--- src/rtl/seq_det_pkg.sv ---
// Shared constants and helpers for the programmable serial pattern detector.
// The reset defaults reproduce the legacy fixed 11011 non-overlapping detector.
package seq_det_pkg;

  localparam logic [7:0]  DEFAULT_PATTERN = 8'b0001_1011;
  localparam int unsigned DEFAULT_LEN     = 5;
  localparam logic        DEFAULT_OVERLAP = 1'b0;

  typedef enum logic {
    MODE_DISJOINT = 1'b0,
    MODE_OVERLAP  = 1'b1
  } match_mode_e;

  // A zero length would make the compare window empty, so it is promoted to one bit.
  function automatic int unsigned clamp_len(input int unsigned len, input int unsigned max);
    if (len == 0) begin
      return 1;
    end else if (len > max) begin
      return max;
    end else begin
      return len;
    end
  endfunction

endpackage

--- src/rtl/sat_counter.sv ---
// Saturating up-counter with a synchronous clear.
// Clear and increment together load 1, so a detection coinciding with a clear is kept.
module sat_counter #(
  parameter int unsigned W = 8
) (
  input  logic         clk,
  input  logic         rst,
  input  logic         clr,
  input  logic         inc,
  output logic [W-1:0] count
);

  always_ff @(posedge clk) begin
    if (rst) begin
      count <= '0;
    end else if (clr) begin
      count <= inc ? W'(1) : '0;
    end else if (inc && (count != '1)) begin
      count <= count + W'(1);
    end
  end

endmodule

--- src/rtl/seq_detector_prog.sv ---
// Programmable Mealy serial pattern detector with run-time length, pattern and
// overlap mode, a valid qualifier on the input bit and a saturating match counter.
module seq_detector_prog
  import seq_det_pkg::*;
#(
  parameter int unsigned MAX_LEN = 8,
  parameter int unsigned CNT_W   = 8,
  parameter int unsigned LEN_W   = $clog2(MAX_LEN + 1)
) (
  input  logic               clk,
  input  logic               rst,
  input  logic               cfg_load,
  input  logic [MAX_LEN-1:0] cfg_pattern,
  input  logic [LEN_W-1:0]   cfg_len,
  input  logic               cfg_overlap,
  input  logic               bit_valid,
  input  logic               bit_in,
  input  logic               count_clr,
  output logic               detect,
  output logic               detect_q,
  output logic [CNT_W-1:0]   match_count
);

  logic [MAX_LEN-1:0] pattern_q;
  logic [LEN_W-1:0]   len_q;
  match_mode_e        mode_q;
  logic [MAX_LEN-2:0] hist_q;
  logic [LEN_W-1:0]   fill_q;

  logic [MAX_LEN-1:0] window;
  logic [MAX_LEN-1:0] len_mask;
  logic [LEN_W-1:0]   len_m1;
  logic               window_match;
  logic               bit_accept;

  // len_q is never zero, so len_m1 cannot wrap.
  assign window     = {hist_q, bit_in};
  assign len_m1     = len_q - LEN_W'(1);
  assign bit_accept = bit_valid & ~cfg_load & ~rst;

  always_comb begin
    len_mask = '0;
    for (int i = 0; i < MAX_LEN; i++) begin
      len_mask[i] = (LEN_W'(i) < len_q);
    end
  end

  assign window_match = (((window ^ pattern_q) & len_mask) == '0);
  assign detect       = bit_accept & (fill_q == len_m1) & window_match;

  always_ff @(posedge clk) begin
    if (rst) begin
      pattern_q <= MAX_LEN'(DEFAULT_PATTERN);
      len_q     <= LEN_W'(clamp_len(DEFAULT_LEN, MAX_LEN));
      mode_q    <= match_mode_e'(DEFAULT_OVERLAP);
    end else if (cfg_load) begin
      pattern_q <= cfg_pattern;
      len_q     <= LEN_W'(clamp_len(32'(cfg_len), MAX_LEN));
      mode_q    <= match_mode_e'(cfg_overlap);
    end
  end

  // A disjoint-mode hit restarts the fill so the next match needs a full set of fresh bits.
  always_ff @(posedge clk) begin
    if (rst || cfg_load) begin
      hist_q <= '0;
      fill_q <= '0;
    end else if (bit_valid) begin
      hist_q <= window[MAX_LEN-2:0];
      if (detect && (mode_q == MODE_DISJOINT)) begin
        fill_q <= '0;
      end else if (fill_q != len_m1) begin
        fill_q <= fill_q + LEN_W'(1);
      end
    end
  end

  always_ff @(posedge clk) begin
    if (rst) begin
      detect_q <= 1'b0;
    end else begin
      detect_q <= detect;
    end
  end

  sat_counter #(
    .W(CNT_W)
  ) u_match_counter (
    .clk  (clk),
    .rst  (rst),
    .clr  (count_clr),
    .inc  (detect),
    .count(match_count)
  );

endmodule

--- config.mk ---
export PLATFORM = sky130hd
export DESIGN_NAME = seq_detector_prog
export DESIGN_NICKNAME = d
export VERILOG_FILES = /design/src/rtl/seq_det_pkg.sv /design/src/rtl/sat_counter.sv /design/src/rtl/seq_detector_prog.sv
export SDC_FILE = /design/constraint.sdc
export NUM_CORES = 1
export LEC_CHECK = 0
export BUFFER_PORTS_ARGS = -buffer_cell sky130_fd_sc_hd__buf_2
export CORE_MARGIN = 8
export CORE_UTILIZATION = 50
export CTS_CLUSTER_SIZE = 40
export DETAILED_ROUTE_END_ITERATION = 10
export MAX_ROUTING_LAYER = met4
export PLACE_DENSITY = 0.75
export SYNTH_ARGS = -nofsm -noshare
export SYNTH_HDL_FRONTEND = slang
export SYNTH_SLANG_ARGS = --single-unit
--- constraint.sdc ---
create_clock -name clk -period 2.2 [get_ports clk]
set_clock_uncertainty 0.05 [all_clocks]
set_input_delay 0.11 -clock clk [delete_from_list [all_inputs] [get_ports clk]]
set_output_delay 0.11 -clock clk [all_outputs]
set_load 0.01 [all_outputs]
# --- Word level (Yosys, flattened, before mapping) ---
# Cells that the tools add are included.
totals:
  in_bits: 19
  elab_cells: 46
  output_inout_bits: 10
  register_bits: 33
classes:
  n_reduce_logical: 8
  mux: 7
  bitwise_logic: 9
  addsub: 3
  eq_ne: 3
  magnitude_cmp: 9
ops:
  columns: ["cell", "n"]
  rows:
  - ["$lt A3 B4 Y1 const A", 4]
  - ["$mux W4", 4]
  - ["$mux W8", 2]
  - ["$add A8 B1 Y8 const B", 1]
  - ["$and A8 B8 Y8", 1]
  - ["$logic_not A8 Y1", 1]
  - ["$lt A1 B4 Y1 const A", 2]
  - ["$lt A2 B4 Y1 const A", 2]
  - ["$ne A8 B8 Y1 const B", 1]
  - ["$xor A8 B8 Y8", 1]
  - ["$add A4 B1 Y4 const B", 1]
  - ["$and A1 B1 Y1", 4]
  - ["$eq A4 B4 Y1", 1]
  - ["$gt A4 B4 Y1 const B", 1]
  - ["$logic_not A4 Y1", 1]
  - ["$ne A4 B4 Y1", 1]
  - ["$reduce_bool A2 Y1", 2]
  - ["$sub A4 B1 Y4 const B", 1]
  - ["$not A1 Y1", 3]
  - ["$logic_and A1 B1 Y1", 2]
  - ["$reduce_and A2 Y1", 1]
  - ["$logic_or A1 B1 Y1", 1]
  - ["$mux W1", 1]

# --- Longest topological paths before layout ---
# Gate-level depths: netlist (run 1).
logic_depth:
  ltp_word: 8
  mapped_depth: 8
  ltp_nobuf: 8

# --- Modules after synthesis ---
# A second synthesis (run 1) with hierarchy kept.
hier_totals:
  cells_unflattened: 188
  area_unflattened_um2: 1731.7
modules_own_cells:
  columns: ["mod", "instances", "area_per_inst_um2", "cells_per_inst"]
  rows:
  - ["seq_detector_prog", 1, 1287.5, 135]
  - ["sat_counter", 1, 444.2, 53]

# --- Worst setup path after synthesis (run 1) ---
# No wires, ideal clock.
synth_timing:
  kind: "register to register"
  start: "register len_q[0]"
  end: "register u_match_counter.count[5]"
  period_less_slack_ps: 2166
  t_arrival_ps: 2046
  path_stages_with_launch: 9
  path_slack_ps: 34
  cell_sequence: "dfxtp_1 inv_1 ha_1 xor2_1 nand3_1 nor2_1 o2111ai_2 or4_1 a21oi_1"
synth_via:
  elab_chain_len: 6
synth_rtl:
  columns: ["element", "line", "text"]
  rows:
  - ["start: declaration", "seq_detector_prog.sv:25", "logic [LEN_W-1:0] len_q;"]
  - ["start signal: assignment", "seq_detector_prog.sv:54", "len_q <= LEN_W'(clamp_len(DEFAULT_LEN, MAX_LEN));"]
  - ["start signal: assignment", "seq_detector_prog.sv:58", "len_q <= LEN_W'(clamp_len(32'(cfg_len), MAX_LEN));"]
  - ["$sub A4 B1 Y4 (tied with other cells)", "seq_detector_prog.sv:38", "assign len_m1 = len_q - LEN_W'(1);"]
  - ["$eq A4 B4 Y1 or $and A8 B8 Y8 (tied branches)", "seq_detector_prog.sv:49, seq_detector_prog.sv:48", null]
  - ["$and A1 B1 Y1 or $logic_not A8 Y1 (tied branches)", "seq_detector_prog.sv:49, seq_detector_prog.sv:48", null]
  - ["$and A1 B1 Y1 (*)", "seq_detector_prog.sv:49", "assign detect = bit_accept & (fill_q == len_m1) & window_match;"]
  - ["$logic_and A1 B1 Y1 (*)", "sat_counter.sv:18", "end else if (inc && (count != '1)) begin"]
  - ["$reduce_bool A2 Y1 (no line) (*)", null, null]
  - ["end signal: assignment", "sat_counter.sv:17", "count <= inc ? W'(1) : '0;"]
  - ["end signal: assignment", "sat_counter.sv:19", "count <= count + W'(1);"]
  - ["end: declaration", "sat_counter.sv:10", "output logic [W-1:0] count"]
# Mark *: on every way between the ends. The rest lies on a longest branch, timed or not.
# A chain may end at the register's enable or synchronous reset.

# --- Worst setup path in the final report (run 1) ---
layout_timing:
  start: "register len_q[1]"
  end: "output detect"
layout_via:
  elab_chain_len: 4
layout_rtl:
  columns: ["element", "line", "text"]
  rows:
  - ["$sub A4 B1 Y4 (tied with other cells)", "seq_detector_prog.sv:38", null]
  - ["$eq A4 B4 Y1 or $and A8 B8 Y8 (tied branches)", "seq_detector_prog.sv:49, seq_detector_prog.sv:48", null]
  - ["$and A1 B1 Y1 or $logic_not A8 Y1 (tied branches)", "seq_detector_prog.sv:49, seq_detector_prog.sv:48", null]
  - ["$and A1 B1 Y1 (*)", "seq_detector_prog.sv:49", null]
  - ["end: declaration", "seq_detector_prog.sv:19", "output logic detect,"]
# Marks and branches as above.

==> metrics, run 1 <==
Static Leak 0.977 nW; fin worst setup slack -0.0138 ns; largest cells by area after synthesis dfxtp_1, mux2i_1, nor2_1; io pins 29; Synth area leader dfxtp_1; period utilization 1.01; Most used DFF post-synth dfxtp_1; Synth top area share 0.388; share of post-route cells with drive strength above 1 0.303; max cap viols 0; Core Area 3310 sq um; Skew-Pair Late Insertion Delay 0.34 ns; status complete, but fails checks; clock slew at reported path FFs 0.10 ns; Int Power 0.000898 W; initial core utilization 0.515; combinational group share of total power 0.164; largest net degree at the start of global routing 17; Net Count, Synth 209; CP Class register to output port; Detailed Place HPWL 2730 um; Die Y 74.4 um; cts bufs inserted 5; Slowest cell on crit path a2111oi_4; row count 21; cell depth of the worst flop-to-flop path 8; Via density 5.25; GRT Util Overall 0.147; total vias in the final route 1507; Hold Crit Class primary input to register; Final #Nets 265; Reg area 664 sq um; clock sinks 33; Worst path most repeated cell buf_6; maximum vdd drop 0.451 mV; unrepaired setup endpoints after global routing true; failing checks setup timing; WP data required 2.04 ns; CTS tree built; Max Root-Sink Buffers 2; asr flop ratio synth 0; post-synth cell types 45; Seq/Total Area, Yosys 0.388; Root Buffer clkbuf_4; DRC viols 0; Syn Std Cell Area 1700 sq um; nature of the critical path endpoint output port; Pwr Density 539 nW/um^2; Multi-input gate area 1060 sq um; Power, Total 0.00122 W; first-pass GRT wire length 6040 um; Layout Cells excl Fill 287; growth of design area from synthesis to finish 33.0%; crit path cell chain inv_2, ha_4, nand3b_1, a2111oi_4, o21a_1, buf_6, o211a_4, buf_6; number of synthesized register bits 33; Hold Crit Endpoint len_q[0]$_SDFFE_PP1P_; sequential power share 0.517; DR pass1 iterations 4; Die W 74.4 um; Top delay family on crit path compound AO/OA/AOI/OAI gates; Max-slew headroom 0.636; Switching Share 0.264; total length of routed wires 3950 um; PortBufs 28; Slew Viols, Final 0; Syn Inst Count 184; Iter 0 DRT Violations 105; synthesized area per cell 9.26 sq um; CP Max Fanout 4; H-tree depth 2; r2r startpoint len_q[1]$_SDFFE_PP0P_; Worst R2R End u_match_counter.count[5]$_SDFFE_PP0P_; WL/cell 13.8 um; die area 5530 sq um; Sum Neg Setup Slack -0.0138 ns; Worst R2R Setup Slack 0.07 ns; GP Congestion 0.842; initial antenna violation count 0; HP Start cfg_len[0]; Placed Instances 262; remaining global-route overflow 0; Tmin final 2.21 ns; Least-Margin Pin Slew 0.541 ns; critical path's largest stage delay 0.37 ns; Buf/Inv on CP 3; EDFF count, synth 0; Peak Freq 452 MHz; diodes inserted 0; final hold viol count 0; Hold Path Cell Cnt 3; critical path startpoint category register; crit path DAT 2.05 ns; clock share of power 0.319; Synth Warn # 0; final setup violation count 1; Final ANT Viol Nets 0; Filler Cell Count 287; switching power 0.000323 W; vias in the first global route 1328
==> registers in the layout, indices dropped and copies added (netlist names) <==
register               cells
u_match_counter.count      8
pattern_q                  8
detect_q                   1
len_q                      4
hist_q                     7
mode_q                     1
fill_q                     4
==> tightest hold or removal path, stage by stage <==
cell and delay (ns):
buf_2 0.07, o21bai_1 0.10, a221o_1 0.17
==> metrics by stage <==
stage,hold slack [ns],utilization,setup WS [ns],instance area [sq um]
floorplan,0.159,-,0.0337,1700
global placement,0.266,0.588,0.0865,1950
detailed placement,0.270,0.588,0.0151,1950
CTS,0.0927,0.649,0.0129,2150
global route,0.0983,0.685,-0.107,2270
finish,0.0887,0.685,-0.0138,2270
==> placed cells by master, fill, tap and decap left out, drive strengths merged, types with 2 or more instances in the layout <==
master / Yosys / final
mux2i: 14 / 14
and3: 2 / 2
o21ai: 8 / 8
a211o: 5 / 5
nand4: 2 / 2
or2: 3 / 3
xor2: 7 / 7
inv: 7 / 7
a221o: 2 / 2
ha: 6 / 6
dlygate4sd3: 0 / 13
a31oi: 3 / 3
xnor2: 5 / 5
nand2: 4 / 4
nor2b: 3 / 3
dfxtp: 33 / 33
a2111oi: 2 / 2
or3: 5 / 5
nor2: 26 / 26
a21oi: 12 / 12
nand3: 8 / 8
buf: 3 / 43
clkbuf: 4 / 7
o211a: 2 / 2
nor3: 4 / 4
==> synth_stat cells (2+ instances only) <==
library cell,count
nor2b_1,3
or3_1,5
ha_1,6
xor2_1,7
a211o_1,4
and3_1,2
nor3_1,3
a221o_1,2
a31oi_1,3
or2_2,2
nor2_1,26
nand2_1,4
xnor2_1,5
nand3_1,8
inv_1,7
clkbuf_1,4
o21ai_0,7
mux2i_1,14
nand4_1,2
dfxtp_1,33
a21oi_1,12
o211a_1,2
==> cell type report <==
| type | count | share of cell area |
|---|---|---|
| clock buffer | 7 | 0.0287 |
| clock inverter | 1 | 0.00221 |
| inverter | 7 | 0.0116 |
| multi-input combinational | 137 | 0.466 |
| sequential | 33 | 0.293 |
| tap | 46 | 0.0254 |
| timing repair buffer | 56 | 0.173 |
==> worst max path at each step <==
stage | start | endpoint | slack [ns] | cells past startpoint
global placement | len_q[1]$_SDFFE_PP0P_ | u_match_counter.count[7]$_SDFFE_PP0P_ | 0.09 | 9
global route | len_q[1]$_SDFFE_PP0P_ | detect | -0.11 | 8
detailed placement | len_q[0]$_SDFFE_PP1P_ | u_match_counter.count[5]$_SDFFE_PP0P_ | 0.02 | 8
finish | len_q[1]$_SDFFE_PP0P_ | detect | -0.01 | 8
CTS | len_q[1]$_SDFFE_PP0P_ | detect | 0.01 | 8
floorplan | len_q[0]$_SDFFE_PP1P_ | u_match_counter.count[5]$_SDFFE_PP0P_ | 0.03 | 8
==> power groups by stage <==
stage	Clock [W]	Sequential [W]	Combinational, W
2_1_floorplan	0	0.000639	0.000113
5_1_grt	0.000422	0.000634	0.000218
6_report	0.000390	0.000632	0.000200
3_3_place_gp	0	0.000643	0.000153
3_5_place_dp	0	0.000644	0.000156
4_1_cts	0.000400	0.000630	0.000176
==> what timing repair did <==
action	CTS	global route
endpoints found under the setup margin	2	8
buffers inserted	0	4
pin swaps	0	16
endpoints found under the hold margin	13	0
hold buffers	13	0
resized for setup	2	19
==> layer usage <==
layer | up-vias | GRT usage | share of wire
met3 | 7 | 0.0485 | 0.048
met1 | 700 | 0.161 | 0.42
li1 | 771 | - | -
met5 | - | - | 0
met4 | 0 | 0.0522 | 0.018
met2 | 29 | 0.243 | 0.51
==> cells by family (layout without fill, tap and decap cells) <==
| group | Yosys count | count (layout) | synth area share |
|---|---|---|---|
| muxes | 14 | 14 | 0.0822 |
| xor gates and xnor gates | 13 | 13 | 0.0749 |
| buffers and inverters | 14 | 71 | 0.0382 |
| AOI/OAI and AO/OA | 41 | 41 | 0.184 |
| and+or+nand+nor | 63 | 63 | 0.189 |
| DFF | 33 | 33 | 0.388 |
| adders and majority gates | 6 | 6 | 0.0441 |
Power figures use the tool's default switching activity.
==> run 2, diff against run 1 <==
- CELL_PAD_IN_SITES_DETAIL_PLACEMENT: not set -> 1
- CELL_PAD_IN_SITES_GLOBAL_PLACEMENT: not set -> 2
- CORE_UTILIZATION: 50 -> 34
- PLACE_DENSITY: 0.75 -> not set
- PLACE_DENSITY_LB_ADDON: not set -> 0.1
- clock period: 2.2 -> 2.4 ns (I/O delays scaled with it)
==> run 2 against run 1 <==
- the flow now finishes without violations
- clock power rose by 5%
- combinational power fell by 21%
- non-clock buffer count fell by 16
- critical endpoint is now u_match_counter.count[5]$_SDFFE_PP0P_
- largest cell class unchanged
==> metrics, run 2 (same netlist as run 1, synthesis figures left out) <==
largest net degree at the start of global routing 17 (unchanged); clock sinks 33 (unchanged); unrepaired setup endpoints after global routing false (was true); Final ANT Viol Nets 0 (unchanged); remaining global-route overflow 0 (unchanged); row count 25 (was 21); nature of the critical path endpoint register (was output port); Skew-Pair Late Insertion Delay 0.29 ns (was 0.34 ns); H-tree depth 2 (unchanged); DR pass1 iterations 4 (unchanged); Switching Share 0.269 (was 0.264); Hold Crit Class primary input to register (unchanged); final setup violation count 0 (was 1); period utilization 0.941; clock slew at reported path FFs 0.07 ns (was 0.10 ns); final hold viol count 0 (unchanged); DRC viols 0 (unchanged); Crit. Startpoint len_q[1]$_SDFFE_PP0P_ (unchanged); Die Y 86.8 um (was 74.4 um); Max Root-Sink Buffers 2 (unchanged); total vias in the final route 1453 (was 1507); max cap viols 0 (unchanged); cts bufs inserted 5 (unchanged); critical path startpoint category register (unchanged); WP data required 2.58 ns (was 2.04 ns); initial core utilization 0.356 (was 0.515); commonest non-fill, non-tap cell in the layout dfxtp_1 (unchanged); GP Congestion 0.853 (was 0.842); first-pass GRT wire length 7590 um (was 6040 um); biggest regs pattern_q: 8 flops, u_match_counter.count: 8 flops, hist_q: 7 flops (unchanged); vias in the first global route 1590 (was 1328); Tmin final 2.26 ns; PortBufs 28 (unchanged); r2r startpoint len_q[1]$_SDFFE_PP0P_ (unchanged); share of post-route cells with drive strength above 1 0.249 (was 0.303); Least-Margin Pin Slew 0.483 ns (was 0.541 ns); switching power 0.000308 W (was 0.000323 W); Iter 0 DRT Violations 62 (was 105); sequential power share 0.505 (was 0.517); Root Buffer clkbuf_8 (was clkbuf_4); most frequent cells in the layout dfxtp_1, buf_2, nor2_1 (unchanged); maximum vdd drop 0.307 mV (was 0.451 mV); growth of design area from synthesis to finish 22.7% (was 33.0%); total length of routed wires 4500 um (was 3950 um); HP Start cfg_pattern[2] (was cfg_len[0]); Final #Nets 249 (was 265); diodes inserted 0 (unchanged); Max-slew headroom 0.675 (was 0.636); Power, Total 0.00115 W (was 0.00122 W); GRT Util Overall 0.131 (was 0.147); CP Class register to register (was register to output port); initial antenna violation count 0 (unchanged); Slew Viols, Final 0 (unchanged); post-route cell area 2090 sq um (was 2270 sq um); Peak Freq 443 MHz; CP Max Fanout 5 (was 4); Core Util, Final 0.437 (was 0.685); CTS tree built (unchanged); combinational group share of total power 0.139 (was 0.164); WL/cell 15.4 um (was 13.8 um); die area 7530 sq um (was 5530 sq um); Post-DP Area 1950 sq um (about the same); status finished, final reports clean (was complete, but fails checks); Sum Neg Setup Slack 0 ns (was -0.0138 ns); Hold Worst Slack 0.0109 ns (was 0.0887 ns); Detailed Place HPWL 3480 um (was 2730 um); Static Leak 0.910 nW (was 0.977 nW); crit path DAT 2.43 ns (was 2.05 ns); Int Power 0.000838 W (was 0.000898 W); Via density 4.98 (was 5.25); Core Area 4790 sq um (was 3310 sq um); setup bufs post-CTS 0 (unchanged); clock share of power 0.357 (was 0.319); Pwr Density 548 nW/um^2 (was 539 nW/um^2); Die W 86.8 um (was 74.4 um); io pins 29 (unchanged)
-- run 2: cell count changes in the layout (fill, tap and decap cells not counted), sizes merged --
| cell | before | now |
|---|---|---|
| clkinv | 1 | 2 |
| clkbuf | 7 | 6 |
| buf | 43 | 36 |
| dlygate4sd3 | 13 | 4 |
-- run 2: per-stage QoR --
stage | cells | setup slack (ns)
floorplan | 184 | 0.234
global placement | 280 | 0.182
detailed placement | 280 | 0.0831
CTS | 292 | 0.0815
global route | 292 | 0.0107
finish | 292 | 0.142
-- run 2: repair_timing --
action                     in CTS  in global routing
hold endpoints to repair        4                  0
setup endpoints to repair       0                  5
gates resized for setup         0                  6
hold buffers                    4                  0
-- run 2: worst max-delay path: stages, from the launching register on --
cell	delay [ns]
dfxtp_2	0.35
inv_1	0.10
ha_2	0.20
nand3b_1	0.07
a2111oi_1	0.34
o21a_1	0.26
o2111ai_2	0.19
or4_1	0.50
a21oi_1	0.15
-- run 2: cell type report --
type	instances	area, sq um
clock buffers	6	72.6
clock inverters	2	10.0
fillers	578	2700
inverters	7	26.3
multi-input cells	137	996
flip-flops and latches	33	662
well taps	67	83.8
repair buffers	40	240
-- run 2: power groups by stage --
stage | registers [W] | logic [W] | clock network (W)
final | 0.000579 | 0.000159 | 0.000409
after global routing | 0.000581 | 0.000174 | 0.000442
after CTS | 0.000579 | 0.000156 | 0.000420
after detailed placement | 0.000591 | 0.000150 | 0
after global placement | 0.000590 | 0.000145 | 0
after floorplan | 0.000586 | 0.000104 | 0
-- run 2: path summary, 6_finish.rpt --
check | end | slack (ns) | cells past startpoint
worst max-delay path | u_match_counter.count[5]$_SDFFE_PP0P_ | 0.14 | 8
worst min-delay path | pattern_q[2]$_SDFFE_PP0P_ | 0.01 | 3
worst max register to register | u_match_counter.count[5]$_SDFFE_PP0P_ | 0.14 | 8
worst min register to register | u_match_counter.count[5]$_SDFFE_PP0P_ | 0.46 | 2
-- run 2: layer usage --
layer	vias up	track usage	wire [um]
met5	-	-	0
met4	0	0.0469	61
met3	7	0.0284	96
met2	21	0.201	2040
met1	689	0.166	2300
li1	736	-	-
==> run 3, diff against run 2 <==
- clock period: 2.4 -> 2.1 ns (I/O delays scaled with it)
==> run 3 against run 2 <==
- the flow now finishes with violations (setup timing)
- clock power grew 28%
- global-route usage grew 0.82 points
- sequential share of layout area shrank 3.0 points
- core utilization grew 5.0 points
- worst hold slack gained 0.0018 ns
- setup slack lost 0.19 ns
- critical path type is now register to output port
- largest cell class unchanged
- wire length grew 4.0%
- die area is the same
==> metrics, run 3 (same netlist as run 1, synthesis figures left out) <==
GP Congestion 0.834 (was 0.853); Worst R2R End u_match_counter.count[5]$_SDFFE_PP0P_ (unchanged); initial antenna violation count 0 (unchanged); io pins 29 (unchanged); Core Area 4790 sq um (unchanged); Hold Crit Endpoint pattern_q[5]$_SDFFE_PP0P_ (was pattern_q[2]$_SDFFE_PP0P_); HP Start cfg_pattern[5] (was cfg_pattern[2]); crit path cell chain inv_4, ha_4, nand3b_1, a2111oi_4, o21a_1, buf_6, o211a_1, buf_2 (was inv_1, ha_2, nand3b_1, a2111oi_1, o21a_1, o2111ai_2, or4_1, a21oi_1); Slowest cell on crit path a2111oi_4 (was or4_1); commonest non-fill, non-tap cell in the layout dfxtp_1 (unchanged); largest net degree at the start of global routing 17 (unchanged); remaining global-route overflow 0 (unchanged); crit path DAT 1.99 ns (was 2.43 ns); Post-DP Area 2060 sq um (was 1950 sq um); WP data required 1.95 ns (was 2.58 ns); share of post-route cells with drive strength above 1 0.358 (was 0.249); Max-slew headroom 0.680 (was 0.675); Skew-Pair Late Insertion Delay 0.28 ns (was 0.29 ns); initial core utilization 0.356 (unchanged); total vias in the final route 1538 (was 1453); biggest regs pattern_q: 8 flops, u_match_counter.count: 8 flops, hist_q: 7 flops (unchanged); Layout Cells excl Fill 307 (was 292); growth of design area from synthesis to finish 36.6% (was 22.7%); Least-Margin Pin Slew 0.475 ns (was 0.483 ns); Core Util, Final 0.487 (was 0.437); final setup violation count 2 (was 0); CP Class register to output port (was register to register); most frequent cells in the layout dfxtp_1, buf_2, nor2_1 (unchanged); fin worst setup slack -0.0436 ns (was 0.142 ns); Placed Instances 293 (was 280); Hold Path Cell Cnt 3 (unchanged); Hold Crit Class primary input to register (unchanged); critical path's largest stage delay 0.38 ns (was 0.50 ns); diodes inserted 0 (unchanged); Root Buffer clkbuf_8 (unchanged); max cap viols 0 (unchanged); CP Max Fanout 4 (was 5); most used routing layer met2 (unchanged); clock sinks 33 (unchanged); status complete, but fails checks (was finished, final reports clean); critical path startpoint category register (unchanged); Static Leak 0.999 nW (was 0.910 nW); nature of the critical path endpoint output port (was register); final hold viol count 0 (unchanged); row count 25 (unchanged); Power, Total 0.00140 W (was 0.00115 W); die area 7530 sq um (unchanged); Tmin final 2.14 ns; r2r startpoint len_q[0]$_SDFFE_PP1P_ (was len_q[1]$_SDFFE_PP0P_); cell depth of the worst flop-to-flop path 8 (unchanged); grt met3 use 0.0350 (was 0.0284); Die W 86.8 um (unchanged); post-route cell area 2330 sq um (was 2090 sq um); Detailed Place HPWL 3740 um (was 3480 um); GRT Util Overall 0.140 (was 0.131); H-tree depth 2 (unchanged); met2 Use GR 0.226 (was 0.201); total length of routed wires 4680 um (was 4500 um); vias in the first global route 1659 (was 1590); Max Root-Sink Buffers 2 (unchanged); Pwr Density 603 nW/um^2 (was 548 nW/um^2); unrepaired setup endpoints after global routing true (was false); DR pass1 iterations 4 (unchanged); period utilization 1.02; Worst R2R Setup Slack -0.01 ns (was 0.14 ns); clock slew at reported path FFs 0.06 ns (was 0.07 ns); Via density 5.01 (was 4.98); Slew Viols, Final 0 (unchanged); Peak Freq 467 MHz; CTS tree built (unchanged); first-pass GRT wire length 8060 um (was 7590 um); cts bufs inserted 5 (unchanged); met1 usage 0.162 (was 0.166); Final #Nets 264 (was 249); Iter 0 DRT Violations 25 (was 62); maximum vdd drop 0.353 mV (was 0.307 mV); Final ANT Viol Nets 0 (unchanged); WL/cell 15.2 um (was 15.4 um); PortBufs 28 (unchanged); DRC viols 0 (unchanged); Die Y 86.8 um (unchanged); failing checks setup timing
run 3: changes by cell type in the layout (fill, tap and decap cells not counted), sizes merged:
cell | before | now
buf | 36 | 49
dlygate4sd3 | 4 | 6
clkbuf | 6 | 7
clkinv | 2 | 1
run 3: critical path, delay by kind of cell (launching register included):
kind	cells	cell delay (ns)
AO/OA/AOI/OAI	3	0.78
AND/OR/NAND/NOR	1	0.11
adder cells (fa/ha/maj)	1	0.12
buffers and inverters	3	0.33
flip-flops	1	0.36
run 3: worst max-delay path by stage:
stage / startpoint / slack, ns / to / depth (start not counted)
after global routing: len_q[0]$_SDFFE_PP1P_ / -0.11 / detect / 8
after detailed placement: len_q[1]$_SDFFE_PP0P_ / -0.06 / u_match_counter.count[5]$_SDFFE_PP0P_ / 8
after global placement: len_q[1]$_SDFFE_PP0P_ / 0.06 / u_match_counter.count[5]$_SDFFE_PP0P_ / 8
final: len_q[0]$_SDFFE_PP1P_ / -0.04 / detect / 8
after CTS: len_q[0]$_SDFFE_PP1P_ / -0.004 / u_match_counter.count[5]$_SDFFE_PP0P_ / 8
after floorplan: len_q[1]$_SDFFE_PP0P_ / 0.01 / u_match_counter.count[5]$_SDFFE_PP0P_ / 8
run 3: stage by stage:
| step | worst slack, ns | setup TNS (ns) | hold slack [ns] |
|---|---|---|---|
| 2_1_floorplan | 0.0109 | 0 | 0.154 |
| 3_3_place_gp | 0.0596 | 0 | 0.261 |
| 4_1_cts | -0.00370 | -0.00370 | 0.00403 |
| 3_5_place_dp | -0.0575 | -0.0575 | 0.267 |
| 5_1_grt | -0.113 | -0.428 | 0.0185 |
| 6_report | -0.0436 | -0.0516 | 0.0128 |
run 3: where the power goes:
part           switching, W  internal [W]  total (W)
Clock              0.000227      0.000296   0.000523
Combinational      0.000109      0.000107   0.000216
Sequential        0.0000194      0.000645   0.000664
run 3: area by class of cell:
| cell class | instances | area (sq um) |
|---|---|---|
| clock inverter | 1 | 5.00 |
| clock buffer | 7 | 96.3 |
| timing repair buffer | 55 | 365 |
| tap | 67 | 83.8 |
| sequential | 33 | 667 |
| inverter | 7 | 31.3 |
| multi-input combinational | 137 | 1080 |
| fill | 557 | 2460 |
run 3: timing repair:
item                                    4_1_cts  5_1_grt
pin swaps                                     3       19
resized for setup                            11       21
endpoints found under the setup margin        3       13
hold buffers                                  6        0
cloned                                        0        0
hold endpoints to repair                      6        0
setup buffers                                 1        0
run 3: layer usage:
metal | part of all wire | vias to the layer above
met5 | 0 | -
met4 | 0.022 | 0
met3 | 0.032 | 8
met2 | 0.50 | 28
met1 | 0.45 | 738
li1 | - | 764
